--- src/rtl/bj_pkg.sv ---
// +----------------------------------------------------------------------------+
// | bj_pkg                                                                     |
// | Shared constants, FSM encoding and card helpers for the card dealer.       |
// | Revision: 1.0                                                              |
// +----------------------------------------------------------------------------+
`default_nettype none

package bj_pkg;

    localparam int SCORE_W = 5;
    localparam int RANK_W  = 4;

    localparam logic [SCORE_W-1:0] BLACKJACK    = 5'd21;
    localparam logic [SCORE_W-1:0] DEALER_STAND = 5'd17;
    localparam logic [3:0]         MAX_CARDS    = 4'd11;

    localparam logic [RANK_W-1:0] ACE   = 4'd1;
    localparam logic [RANK_W-1:0] JACK  = 4'd11;
    localparam logic [RANK_W-1:0] QUEEN = 4'd12;
    localparam logic [RANK_W-1:0] KING  = 4'd13;

    typedef enum logic [1:0] {
        ST_IDLE     = 2'd0,
        ST_DEAL_REQ = 2'd1,
        ST_HIT_REQ  = 2'd2,
        ST_DRAW_REQ = 2'd3
    } state_t;

    function automatic logic rank_valid(input logic [RANK_W-1:0] r);
        return (r >= ACE) && (r <= KING);
    endfunction

    // Picture cards count ten; aces count one here and are promoted in best_score.
    function automatic logic [3:0] card_value(input logic [RANK_W-1:0] r);
        return (r >= JACK) ? 4'd10 : r;
    endfunction

    function automatic logic [SCORE_W-1:0] best_score(input logic [5:0] hard,
                                                      input logic [3:0] aces);
        logic [6:0] w_soft;
        w_soft = {1'b0, hard} + 7'd10;
        if ((aces != 4'd0) && (w_soft <= 7'd21))
            return w_soft[SCORE_W-1:0];
        else if (hard > 6'd31)
            return 5'd31;
        else
            return hard[SCORE_W-1:0];
    endfunction

endpackage

`default_nettype wire

--- src/rtl/hand_accum.sv ---
// +----------------------------------------------------------------------------+
// | hand_accum                                                                 |
// | One hand: saturating hard sum, ace count, card count and registered score. |
// | Revision: 1.0                                                              |
// +----------------------------------------------------------------------------+
`default_nettype none

module hand_accum
    import bj_pkg::*;
(
    input  logic               clk,
    input  logic               rst_n,
    input  logic               clear,
    input  logic               add_card,
    input  logic [RANK_W-1:0]  rank,
    output logic [SCORE_W-1:0] score,
    output logic [3:0]         cards
);

    logic [5:0]         r_hard;
    logic [3:0]         r_aces;
    logic [3:0]         r_cards;
    logic [SCORE_W-1:0] r_score;

    logic [6:0] w_hard_sum;
    logic [5:0] w_hard_next;
    logic [3:0] w_aces_next;
    logic [3:0] w_cards_next;

    always_comb begin
        w_hard_sum   = {1'b0, r_hard} + {3'b000, card_value(rank)};
        w_hard_next  = (w_hard_sum > 7'd63) ? 6'd63 : w_hard_sum[5:0];
        w_aces_next  = ((rank == ACE) && (r_aces != 4'hF)) ? r_aces + 4'd1 : r_aces;
        w_cards_next = (r_cards != 4'hF) ? r_cards + 4'd1 : r_cards;
    end

    // Score is computed from the next-state sum so it lands on the same edge.
    always_ff @(posedge clk or negedge rst_n) begin
        if (!rst_n) begin
            r_hard  <= '0;
            r_aces  <= '0;
            r_cards <= '0;
            r_score <= '0;
        end else if (clear) begin
            r_hard  <= '0;
            r_aces  <= '0;
            r_cards <= '0;
            r_score <= '0;
        end else if (add_card) begin
            r_hard  <= w_hard_next;
            r_aces  <= w_aces_next;
            r_cards <= w_cards_next;
            r_score <= best_score(w_hard_next, w_aces_next);
        end
    end

    assign score = r_score;
    assign cards = r_cards;

endmodule

`default_nettype wire

--- src/rtl/card_dealer.sv ---
// +----------------------------------------------------------------------------+
// | card_dealer                                                                |
// | Blackjack deal controller: requests cards from a deck, scores both hands.  |
// | Revision: 1.0                                                              |
// +----------------------------------------------------------------------------+
`default_nettype none

module card_dealer
    import bj_pkg::*;
(
    input  logic               clk,
    input  logic               rst_n,
    input  logic               new_hand,
    input  logic               deal_start,
    input  logic               hit,
    input  logic               dealer_draw,
    output logic               card_req,
    input  logic               card_ack,
    input  logic [RANK_W-1:0]  card_rank,
    output logic [SCORE_W-1:0] player_score,
    output logic [SCORE_W-1:0] dealer_score,
    output logic [3:0]         player_cards,
    output logic [3:0]         dealer_cards,
    output logic               busy,
    output logic               card_err
);

    state_t     r_state;
    logic [1:0] r_idx;
    logic       r_card_req;
    logic       r_card_err;

    logic w_ack;
    logic w_valid;
    logic w_take;
    logic w_to_player;
    logic w_hit_ok;
    logic w_draw_ok;

    assign w_ack       = r_card_req && card_ack && !new_hand;
    assign w_valid     = rank_valid(card_rank);
    assign w_take      = w_ack && w_valid;
    // Deal order alternates player, dealer using the low index bit.
    assign w_to_player = (r_state == ST_HIT_REQ) ||
                         ((r_state == ST_DEAL_REQ) && !r_idx[0]);
    assign w_hit_ok    = (player_score < BLACKJACK) && (player_cards < MAX_CARDS);
    assign w_draw_ok   = (dealer_score < DEALER_STAND) && (dealer_cards < MAX_CARDS);

    always_ff @(posedge clk or negedge rst_n) begin
        if (!rst_n) begin
            r_state    <= ST_IDLE;
            r_idx      <= 2'd0;
            r_card_req <= 1'b0;
            r_card_err <= 1'b0;
        end else if (new_hand) begin
            r_state    <= ST_IDLE;
            r_idx      <= 2'd0;
            r_card_req <= 1'b0;
            r_card_err <= 1'b0;
        end else begin
            r_card_err <= 1'b0;
            case (r_state)
                ST_IDLE: begin
                    if (deal_start) begin
                        r_state    <= ST_DEAL_REQ;
                        r_idx      <= 2'd0;
                        r_card_req <= 1'b1;
                    end else if (hit) begin
                        if (w_hit_ok) begin
                            r_state    <= ST_HIT_REQ;
                            r_card_req <= 1'b1;
                        end
                    end else if (dealer_draw && w_draw_ok) begin
                        r_state    <= ST_DRAW_REQ;
                        r_card_req <= 1'b1;
                    end
                end
                default: begin
                    if (r_card_req) begin
                        if (card_ack) begin
                            if (w_valid) begin
                                r_card_req <= 1'b0;
                                if ((r_state == ST_DEAL_REQ) && (r_idx != 2'd3)) begin
                                    r_idx <= r_idx + 2'd1;
                                end else begin
                                    r_state <= ST_IDLE;
                                    r_idx   <= 2'd0;
                                end
                            end else begin
                                // Bad rank: hold the request so the deck reissues.
                                r_card_err <= 1'b1;
                            end
                        end
                    end else begin
                        r_card_req <= 1'b1;
                    end
                end
            endcase
        end
    end

    hand_accum u_player (
        .clk      (clk),
        .rst_n    (rst_n),
        .clear    (new_hand),
        .add_card (w_take && w_to_player),
        .rank     (card_rank),
        .score    (player_score),
        .cards    (player_cards)
    );

    hand_accum u_dealer (
        .clk      (clk),
        .rst_n    (rst_n),
        .clear    (new_hand),
        .add_card (w_take && !w_to_player),
        .rank     (card_rank),
        .score    (dealer_score),
        .cards    (dealer_cards)
    );

    assign card_req = r_card_req;
    assign card_err = r_card_err;
    assign busy     = (r_state != ST_IDLE);

endmodule

`default_nettype wire

--- config.mk ---
export PLATFORM = sky130hd
export DESIGN_NAME = card_dealer
export DESIGN_NICKNAME = d
export VERILOG_FILES = /design/src/rtl/bj_pkg.sv /design/src/rtl/hand_accum.sv /design/src/rtl/card_dealer.sv
export SDC_FILE = /design/constraint.sdc
export NUM_CORES = 1
export LEC_CHECK = 0
export CORE_UTILIZATION = 35
export CTS_CLUSTER_SIZE = 12
export DETAILED_ROUTE_END_ITERATION = 16
export HOLD_SLACK_MARGIN = 0.05
export SKIP_LAST_GASP = 1
export SLEW_MARGIN = 20
export SYNTH_ARGS = -nofsm -noshare
export SYNTH_HDL_FRONTEND = slang
export SYNTH_HIERARCHICAL = 1
export SYNTH_SLANG_ARGS = --single-unit
--- constraint.sdc ---
create_clock -name clk -period 4.25 [get_ports clk]
set_clock_uncertainty 0.15 [all_clocks]
set_input_delay 0.425 -clock clk [delete_from_list [all_inputs] [get_ports clk]]
set_output_delay 0.425 -clock clk [all_outputs]
set_load 0.02 [all_outputs]
==> metrics.md <==
| Metric | Value |
|---|---|
| Final count of pins violating max slew | `0` |
| FF+latch count, synth | `44` |
| Global-route wire length before repair | `16.1 mm` |
| Nets | `525` |
| CP Class | `in2reg` |
| H-tree depth | `2` |
| Min Tclk post-route | `4150 ps` |
| Row cnt | `37` |
| Vias/cell | `5.61` |
| Cell area after synthesis | `0.00370 sq mm` |
| Top-area cell type share of the netlist area | `29.8%` |
| Layout cells sized above 1 | `24.2%` |
| # DRC | `0` |
| Crit path max-delay family | `simple AND/OR/NAND/NOR gates` |
| Syn avg cell area | `8.80 sq um` |
| Final WL | `9.61 mm` |
| Num CTS Buffers | `5` |
| Min setup slack post-route | `103 ps` |
| 1st-iter DRT viols | `166` |
| Multiplexer share of the synthesized area | `4.03%` |
| Post-Syn Instances | `420` |
| Syn Nets | `450` |
| Via count | `3541` |
| Post-synthesis compound-gate area fraction | `27.2%` |
| Status | `complete, no violations` |
| N_diodes | `0` |
| Die area | `0.0110 sq mm` |
| CTS clk-pin slew, worst paths | `90 ps` |
| Fmax | `241 MHz` |
| Largest net degree at the start of global routing | `47` |
| Initial Util | `36.0%` |
| Max-Cap Viols | `0` |
| Die height | `105 um` |
| Register area share after synthesis | `29.8%` |
| Initial antenna violation count | `0` |
| Largest stage delay, worst path | `470 ps` |
| Die Span X | `105 um` |
| Leak Pwr | `2.01 nW` |
| Clk Latency, worst-skew pair | `290 ps` |
| HP Start | `u_dealer/score[2]` |
| Worst slew pin tran | `804 ps` |
| Min-delay worst type | `reg2reg` |
| Top post-synthesis cells by area | `dfrtp_1 30%, ha_1 5.8%, nor2_1 4.8%` |
| RSZ-0062 raised after global routing | `true` |
| Crit Reg-Reg Startpoint | `u_dealer/r_hard[0]` |
| Bufs on Longest Clock Path | `2` |
| Setup violators final | `0` |
| Syn. warnings | `6` |
| Crit. End Element | `register` |
| Worst R2R End | `u_dealer/score[3]` |
| CTS tree | `done` |
| Critical Path Start Type | `input port` |
| Main flop type after synthesis | `dfrtp_1` |
| GRT Overall Usage | `17.7%` |
| Top cells by count, synth | `47 x nor2_1, 44 x dfrtp_1` |
| Reg-to-reg setup timing slack | `550 ps` |
| Main combinational cell family by area after synthesis | `compound AO/OA/AOI/OAI gates` |
| Grt total ovfl | `0` |
| Routed len/inst | `15.2 um` |
| Final hold violation count | `0` |
| Netlist cell types | `93` |
| Post-route clock period utilization | `97.6%` |
| Most used cell, CP | `and2_1` |
| Vias in the first global route | `3450` |
| Largest area contributor in the netlist | `dfrtp_1` |
| Post-synth EDFFs | `0` |
| Worst hold stages | `2` |
| Post-Synth XOR/XNOR Area | `2.34%` |
| Required time worst endpoint | `4320 ps` |
| Adder-Cell Fraction of Synth Area | `6.84%` |
| Area Overhead vs Synth | `27.4%` |
| Crit Path Max Fanout | `4` |
| Crit-path cells | `clkdlybuf4s50_1 -> o21ai_1 -> and2_1 -> ha_2 -> inv_1 -> fa_2 -> xnor2_2 -> nor2_2 -> inv_2 -> ha_4 -> or4_1 -> a21o_1 -> nand3_1 -> nand3_2 -> a221o_1 -> buf_4 -> and2_1 -> a211oi_2` |
| Slowest-stage cell, CP | `a221o_1` |
| R2R cell count | `15` |
| CTS Root Cell | `clkbuf_8` |
| I/O Buffers | `31` |
| Most frequent cell after synthesis | `nor2_1` |
| GP Congestion | `0.862` |
| Worst Path Buf+Inv | `4` |
| Setup slack at placement | `-358 ps` |
| # IOs | `32` |
| Cell area power density | `281 mW/mm^2` |
| Drt pass-1 iters | `4` |
| CTS Sinks | `44` |
| Hold endpoint | `u_dealer/score[2]` |
| Area of the core | `0.0103 sq mm` |
| Hold WS | `367 ps` |
| Slew headroom | `45.9%` |
| Peak supply drop | `126 uV` |
| Area share of and/or/nand/nor cells after synthesis | `24.9%` |
| Dpl hpwl | `7.16 mm` |
| Synth async-reset ratio | `100%` |
| ANT nets after route | `0` |
| CP arrival | `4210 ps` |
tightest hold or removal path: cells and delay by family, from the launching register on:
kind | cells | cell delay (ps)
DFF | 1 | 370
AOI/OAI and AO/OA | 1 | 50
and+or+nand+nor | 1 | 70
what timing repair did:
item	CTS	global route
buffers inserted	0	2
endpoints found under the setup margin	1	7
hold buffers	0	1
resized for setup	1	22
pin swaps	0	11
cloned	0	0
endpoints found under the hold margin	0	44
layer usage:
layer / vias up / track usage, % / wire length, um
met5: - / 0 / 0
met4: 0 / 3.22 / 76
met3: 11 / 3.18 / 347
met2: 66 / 31.2 / 4820
met1: 1720 / 22.7 / 4370
li1: 1744 / - / -
power breakdown:
group,switching (mW),internal (mW)
Sequential,0.0305,0.446
Combinational,0.321,0.273
Clock,0.142,0.112
cells by family (layout without fill, tap and decap cells):
logic type,count (synthesis),count (layout)
simple gates,165,165
buf+inv,43,118
flops,44,44
fa+ha+maj,19,19
compound gates,126,126
xor+xnor,9,9
mux,14,14
state kept, by name, summed over array words and instances (netlist names):
| register | count |
|---|---|
| u_dealer/score | 5 |
| r_state | 2 |
| card_err | 1 |
| u_player/r_hard | 6 |
| u_player/score | 5 |
| u_player/cards | 4 |
| card_req | 1 |
| u_dealer/r_aces | 4 |
| r_idx | 2 |
| u_player/r_aces | 4 |
| u_dealer/r_hard | 6 |
| u_dealer/cards | 4 |
layout make-up:
class,count,area [sq um]
Fill cell,974,5570
Clock buffer,6,72.6
Multi-Input combinational cell,333,2530
Tap cell,136,170
Clock inverter,1,5.00
Inverter,21,78.8
Sequential cell,44,1100
Timing Repair Buffer,90,753
layout by cell type (no fill, tap or decap), types with 6 or more instances in the layout:
cell type / n
a211oi_1: 18
and3_1: 8
dfrtp_1: 44
nor2b_1: 6
o21ai_0: 9
inv_1: 19
a21o_1: 8
mux2i_1: 10
nor2_1: 45
nand2_1: 20
nor3_1: 17
buf_4: 59
clkdlybuf4s50_1: 30
and2_1: 7
a21oi_1: 19
ha_1: 14
nand3_1: 12
per-stage QoR:
stage / instances / util [%] / cell area [sq um] / setup TNS [ps] / power (mW)
floorplan: 420 / - / 3700 / 0 / 0.836
global placement: 621 / 43.8 / 4500 / -716 / 1.04
detailed placement: 621 / 43.8 / 4500 / -1310 / 1.04
CTS: 628 / 44.6 / 4580 / 0 / 1.30
global route: 631 / 45.8 / 4710 / -85.1 / 1.41
finish: 631 / 45.8 / 4710 / 0 / 1.32
worst max path at each step:
stage	endpoint	depth (start not counted)	from	slack [ps]
4_1_cts	u_dealer/score[3]	17	card_rank[1]	6
3_3_place_gp	u_dealer/score[3]	17	card_rank[1]	-180
5_1_grt	u_dealer/score[3]	18	card_rank[2]	-50
3_5_place_dp	u_dealer/score[3]	17	card_rank[1]	-360
6_report	u_dealer/score[3]	18	card_rank[2]	100
2_1_floorplan	u_dealer/score[3]	16	card_rank[1]	120
No activity file was read; power rests on OpenSTA's default activity.
